**src/rtl/uart_fifo_drain_ctrl_if.sv**
```systemverilog
// Read-side FIFO port plus transmitter valid/ready handshake seen by the drain controller.
// master = the drain controller, slave = the FIFO/transmitter environment.
interface uart_fifo_drain_ctrl_if #(
  parameter int FIFO_WIDTH = 8
);
  logic                  fifo_empty;
  logic [FIFO_WIDTH-1:0] fifo_dout;
  logic                  fifo_rd_n;
  logic [FIFO_WIDTH-1:0] tx_data;
  logic                  tx_valid;
  logic                  tx_ready;

  modport master (
    input  fifo_empty, fifo_dout, tx_ready,
    output fifo_rd_n, tx_data, tx_valid
  );

  modport slave (
    output fifo_empty, fifo_dout, tx_ready,
    input  fifo_rd_n, tx_data, tx_valid
  );
endinterface

```
**src/rtl/uart_fifo_drain_ctrl.sv**
```systemverilog
// Sole reader of the UART FIFO: pops one byte, waits out the two-cycle read latency,
// and offers it to the transmitter on valid/ready. A level flush discards FIFO contents.
module uart_fifo_drain_ctrl #(
  parameter int FIFO_WIDTH = 8,
  parameter int CNT_BITS   = 16
) (
  input  logic                   clock_i,
  input  logic                   reset_i,
  input  logic                   enable_i,
  input  logic                   flush_i,
  uart_fifo_drain_ctrl_if.master bus,
  output logic                   busy_o,
  output logic [CNT_BITS-1:0]    tx_count_o
);

  typedef enum logic [2:0] {
    S_IDLE  = 3'd0,
    S_RD    = 3'd1,
    S_LAT   = 3'd2,
    S_CAP   = 3'd3,
    S_VALID = 3'd4,
    S_FLUSH = 3'd5
  } state_e;

  state_e                state_q;
  logic                  tx_valid_q;
  logic [FIFO_WIDTH-1:0] tx_data_q;
  logic [CNT_BITS-1:0]   tx_count_q;
  logic                  rd_n_d;

  // Control FSM with registered handshake outputs and delivered-byte counter.
  always_ff @(posedge clock_i) begin
    if (reset_i) begin
      state_q    <= S_IDLE;
      tx_valid_q <= 1'b0;
      tx_data_q  <= '0;
      tx_count_q <= '0;
    end else begin
      case (state_q)
        S_IDLE: begin
          if (flush_i) begin
            state_q <= S_FLUSH;
          end else if (enable_i && !bus.fifo_empty) begin
            state_q <= S_RD;
          end else begin
            state_q <= S_IDLE;
          end
        end
        // A started read always runs through to capture, ignoring enable and flush.
        S_RD:  state_q <= S_LAT;
        S_LAT: state_q <= S_CAP;
        S_CAP: begin
          tx_data_q  <= bus.fifo_dout;
          tx_valid_q <= 1'b1;
          state_q    <= S_VALID;
        end
        S_VALID: begin
          if (bus.tx_ready) begin
            tx_count_q <= tx_count_q + {{(CNT_BITS-1){1'b0}}, 1'b1};
            tx_valid_q <= 1'b0;
            if (flush_i) begin
              state_q <= S_FLUSH;
            end else if (enable_i && !bus.fifo_empty) begin
              state_q <= S_RD;
            end else begin
              state_q <= S_IDLE;
            end
          end else if (flush_i) begin
            tx_valid_q <= 1'b0;
            state_q    <= S_FLUSH;
          end else begin
            state_q <= S_VALID;
          end
        end
        S_FLUSH: begin
          if (bus.fifo_empty && !flush_i) begin
            state_q <= S_IDLE;
          end else begin
            state_q <= S_FLUSH;
          end
        end
        default: begin
          state_q    <= S_IDLE;
          tx_valid_q <= 1'b0;
        end
      endcase
    end
  end

  // Pop strobe: one pop in RD; in FLUSH pop every cycle the FIFO is not empty.
  always_comb begin
    rd_n_d = 1'b1;
    case (state_q)
      S_RD:    rd_n_d = 1'b0;
      S_FLUSH: rd_n_d = bus.fifo_empty;
      default: rd_n_d = 1'b1;
    endcase
  end

  assign bus.fifo_rd_n = rd_n_d;
  assign bus.tx_data   = tx_data_q;
  assign bus.tx_valid  = tx_valid_q;
  assign busy_o        = (state_q != S_IDLE);
  assign tx_count_o    = tx_count_q;

endmodule

```
**src/flat_wrapper.sv**
```systemverilog
// flat-port wrapper written by rule: the top's interface ports become plain ports
module uart_fifo_drain_ctrl_flat 
#(
  parameter int FIFO_WIDTH = 8,
  parameter int CNT_BITS   = 16
)
  (clock_i, reset_i, enable_i, flush_i, busy_o, tx_count_o, bus_fifo_empty, bus_fifo_dout, bus_tx_ready, bus_fifo_rd_n, bus_tx_data, bus_tx_valid);
  uart_fifo_drain_ctrl_if #(.FIFO_WIDTH(FIFO_WIDTH)) bus_i ();
  input  logic clock_i;
  input  logic reset_i;
  input  logic enable_i;
  input  logic flush_i;
  output logic busy_o;
  output logic [CNT_BITS-1:0] tx_count_o;
  input wire logic [$bits(bus_i.fifo_empty)-1:0] bus_fifo_empty;
  input wire logic [$bits(bus_i.fifo_dout)-1:0] bus_fifo_dout;
  input wire logic [$bits(bus_i.tx_ready)-1:0] bus_tx_ready;
  output wire logic [$bits(bus_i.fifo_rd_n)-1:0] bus_fifo_rd_n;
  output wire logic [$bits(bus_i.tx_data)-1:0] bus_tx_data;
  output wire logic [$bits(bus_i.tx_valid)-1:0] bus_tx_valid;
  assign bus_i.fifo_empty = bus_fifo_empty;
  assign bus_i.fifo_dout = bus_fifo_dout;
  assign bus_i.tx_ready = bus_tx_ready;
  assign bus_fifo_rd_n = bus_i.fifo_rd_n;
  assign bus_tx_data = bus_i.tx_data;
  assign bus_tx_valid = bus_i.tx_valid;
  uart_fifo_drain_ctrl #(.FIFO_WIDTH(FIFO_WIDTH), .CNT_BITS(CNT_BITS)) u_core (.clock_i(clock_i), .reset_i(reset_i), .enable_i(enable_i), .flush_i(flush_i), .bus(bus_i), .busy_o(busy_o), .tx_count_o(tx_count_o));
endmodule
```
**config.mk**
```make
export PLATFORM = sky130hd
export DESIGN_NAME = uart_fifo_drain_ctrl_flat
export DESIGN_NICKNAME = d
export VERILOG_FILES = /design/src/rtl/uart_fifo_drain_ctrl_if.sv /design/src/rtl/uart_fifo_drain_ctrl.sv /design/src/flat_wrapper.sv
export SDC_FILE = /design/constraint.sdc
export NUM_CORES = 1
export LEC_CHECK = 0
export ABC_AREA = 1
export CORE_MARGIN = 5
export CORE_UTILIZATION = 41
export DETAILED_ROUTE_END_ITERATION = 8
export PLACE_DENSITY = 0.74
export SYNTH_ARGS = -nofsm -noshare
export SYNTH_HDL_FRONTEND = slang
export SYNTH_SLANG_ARGS = --single-unit
```
**constraint.sdc**
```tcl
create_clock -name clock_i -period 1.1 [get_ports clock_i]
set_input_delay 0.165 -clock clock_i [delete_from_list [all_inputs] [get_ports clock_i]]
set_output_delay 0.165 -clock clock_i [all_outputs]
set_load 0.02 [all_outputs]
```
======== Yosys cells after proc, flatten, opt, wreduce, memory -nomap -nowiden ========
Cells that the tools add are included.
storage, ports and cells
  register bits ........................... 28
  output and inout bits ................... 27
  logic and storage cells ................. 31
operators by class
  add/sub/neg operators ................... 1
  eq/ne operators ......................... 6
  mux-type cells .......................... 10
  bitwise gates (word level) .............. 1
  reductions and logical operators ........ 9
operators by type and width
  cell                                                                    number
  3-bit case mux with 6 select lines                                      1
  16-bit by 1-bit adder with 16-bit output (second input constant)        1
  3-bit 2-to-1 mux                                                        3
  3-bit by 2-bit equality test with 1-bit output (second input constant)  2
  3-bit equality test (second input constant)                             2
  1-bit 2-to-1 mux                                                        4
  2-bit AND reduction                                                     2
  4-bit OR reduction                                                      1
  3-bit by 1-bit equality test with 1-bit output (second input constant)  1
  3-bit zero test                                                         1
  3-bit inequality test (second input constant)                           1
  1-bit case mux with 3 select lines                                      1
  3-bit nonzero test                                                      1
  1-bit logical AND                                                       2
  1-bit zero test                                                         2
  1-bit case mux with 2 select lines                                      1
  1-bit inverter                                                          1

======== Longest topological paths before layout ========
  word-level depth ........................ 6
  depth in mapped cells ................... 8

======== Worst setup path before layout ========
OpenSTA, ideal clock, no wires.
  kind .................................... register to register
  from .................................... register u_core.tx_count_q[3] (netlist: u_core.tx_count_o[3])
  to ...................................... register u_core.tx_count_q[15] (netlist: u_core.tx_count_o[15])
  library setup time ...................... 64 ps
  arrival time ............................ 1224 ps
  path slack .............................. -188 ps
  stages on the path, launching flop included .. 9
  path buffers ............................ 0
  period minus slack after synthesis ...... 1288 ps
  cell sequence ........................... dfxtp_1 -> nand2_1 -> nor2_1 -> nand2_1 -> nor2_1 -> nand3_1 -> nand2_1 -> inv_1 -> nor2_1
between the ends
  word-level cells in the longest chain between the ends .. 1
ends and longest elaborated chain
  item                                      line                        source
  start, declared                           uart_fifo_drain_ctrl.sv:28  logic [CNT_BITS-1:0] tx_count_q;
  start signal, assigned                    uart_fifo_drain_ctrl.sv:59  tx_count_q <= tx_count_q + {{(CNT_BITS-1){1'b0}}, 1'b1};
  16-bit by 1-bit adder with 16-bit output  uart_fifo_drain_ctrl.sv:59
Every way passes these cells.
A chain may end at the register's enable or synchronous reset.

======== Worst setup path in the final report ========
  from .................................... register u_core.state_q[1]
  to ...................................... register u_core.tx_count_q[13] (netlist: u_core.tx_count_o[13])
between the ends
  word-level cells in the longest chain between the ends .. 2
ends and longest elaborated chain
  item                                  line                        source
  start, declared                       uart_fifo_drain_ctrl.sv:25  state_e state_q;
  start signal, assigned                uart_fifo_drain_ctrl.sv:34  state_q <= S_IDLE;
  start signal, assigned                uart_fifo_drain_ctrl.sv:42  state_q <= S_FLUSH;
  start signal, assigned                uart_fifo_drain_ctrl.sv:44  state_q <= S_RD;
  3-bit equality test                   uart_fifo_drain_ctrl.sv:39  case (state_q)
  2-bit AND reduction (no source line)  -
Every way passes these cells.

==> metrics.txt <==
status finished with violations; failing checks negative setup slack; Vias/cell a little over 5; Syn. warnings 0; first-pass GRT wire length 6520 um; post-layout min period 1340 ps; vias in the first global route 1585; commonest non-fill, non-tap cell in the layout buf_4; htree depth 1; FMAX between 0.7 and 0.8 GHz; worst hold path type in2reg; clock sink count 28; register bit total from synthesis 28; First-pass DRT Iterations 4; Syn Nets 217; Final Total Pwr 2.33 mW; pre-CTS setup slack -472 ps; drt wl/cell 13.2 um; GRT Residual Overflow 0; maximum fanout along the worst path 5; CP Class reg2reg; # diodes 0; width of the chip 66.9 um; total track usage 18.9%; # nets final 306; WHS 374 ps; RSZ-0062 raised after global routing true; Post-DP Area 2080 um2; die area 4480 um2; synthesized area 1330 um2; crit-path cells buf_6 > nor2_4 > nand3_4 > nor2_4 > buf_6 > nand4_1 > nand2_1 > nor2_1; most frequent cells in the layout buf_4 (43), nor2_1 (38), nand2_1 (33); final setup vio count 29; fin util 75.3%; CTS tree done; PwrDens 1010 nW/um2; CTS Buf Count 3; Starting Density 43.2%; cts hold-fix bufs 0; non-filler cells, final 334; Clock Skew 6.51 ps; post-route ant nets 0; WP data arrival 1600 ps; Fin. Hold Viols 0; fillers 242; Root Driver clkbuf_4; core area 3080 um2; Worst setup EP type flop; max-cap violation count 0; Mapped Cells 202; dpl hpwl 2780 um; Port Buf Inserts 40; Cells after DPL 317; DRT Wirelength 4400 um; leakage 1.07 nW; largest area contributor in the netlist dfxtp_1; Syn Area/Cell roughly 6.6 um2; clk slew on worst S/H paths ~160 ps; Seq/Total Area, Yosys 42.2%; final weighted congestion in routability-driven placement 0.867; Top-Level Pins 41; CP peak stage delay around 370 ps; CP Launch Type flop; slew margin rel. ~83%; Distinct cells, synth 20; initial antenna violation count 0; design area 2320 um2; Rows 20; worst vdd ir about 0.0012 V; setup TNS -3300 ps; clk buf depth 2; largest net degree at the start of global routing 17; Area growth, synth to finish 74.5%; vias 1691; max-slew violations 0; worst-skew pair later-pin latency 340 ps; Area contributors post-synth dfxtp_1 (42%), nor2_1 (14%), nand2_1 (12%); 1st-iter DRT viols 133; hold depth 3; chip height 66.9 um; DRC 0; crit share post-route 122%; post-route setup slack -239 ps; share of cells above drive strength 1 46.9%; Max stage delay cell, worst path dfxtp_2; CP Data Required Time 1360 ps; FF-to-FF path depth 8; actual slew at the worst max-slew pin 245 ps; top cell type's share of synthesized area a little over two fifths
area by class of cell:
class	instances	area, um2	share of cell area [%]
timing repair buffer	87	692	29.8
multi-input combinational	146	828	35.7
sequential	28	597	25.7
inverter	25	98.8	4.26
tap	44	55.1	2.37
clock buffer	4	47.5	2.05
synthesized netlist by cell type:
cell type,instances
inv_2,1
buf_1,1
nor2_2,1
o21ai_0,17
nand3_1,9
clkbuf_1,2
dfxtp_1,28
o21a_1,1
o21bai_1,1
a21oi_1,9
nor3_1,4
nor2_4,2
a31oi_1,1
ha_1,1
nand4_1,8
a211oi_1,1
inv_1,24
nor2_1,48
nand3_2,1
nand2_1,42
worst paths after layout:
kind                                        endpoint                             start  slack [ps]
setup reg to reg  u_core.tx_count_o[13]$_SDFFE_PP0P_      u_core.state_q[1]$_SDFF_PP0_        -240
hold / removal    u_core.bus.tx_data[6]$_SDFFE_PP0P_                  bus_fifo_dout[6]         370
hold reg to reg     u_core.bus.tx_valid$_SDFFE_PP0P_  u_core.bus.tx_valid$_SDFFE_PP0P_         470
setup / recovery  u_core.tx_count_o[13]$_SDFFE_PP0P_      u_core.state_q[1]$_SDFF_PP0_        -240
logic make-up (layout without fill, tap and decap cells):
logic type | after synthesis | after routing | share of synthesized area [%]
compound gates | 30 | 30 | 12.0
fa+ha+maj | 1 | 1 | 0.941
buf+inv | 28 | 116 | 7.91
flops | 28 | 28 | 42.2
simple gates | 115 | 115 | 37.0
per-layer routing:
metal / vias to the layer above / GRT usage, % / routed length, um
met5: - / 0 / 0
met3: 8 / 4.72 / 358
met1: 798 / 21.3 / 1690
met4: 0 / 7.34 / 61
met2: 57 / 33.7 / 2300
li1: 828 / - / -
state kept, by name, indices dropped and copies added (netlist names):
name                 cells
u_core.bus.tx_data       8
u_core.bus.tx_valid      1
u_core.state_q           3
u_core.tx_count_o       16
repair_timing:
action	in CTS	in global routing
gates resized for setup	140	51
buffers inserted	9	4
pin swaps	6	20
setup endpoints to repair	53	39
report_power, final:
group          leakage (nW)  internal, mW  switching (mW)  total, mW
combinational         0.810         0.328           0.312      0.640
clock                0.0261         0.278           0.334      0.612
sequential            0.237          1.05          0.0292       1.08
worst max-delay path, delay by kind of cell (launching register included):
kind | cells | cell delay [ps]
simple gates | 6 | 650
flops | 1 | 370
buf+inv | 2 | 240
(Power assumes the default switching activity.)
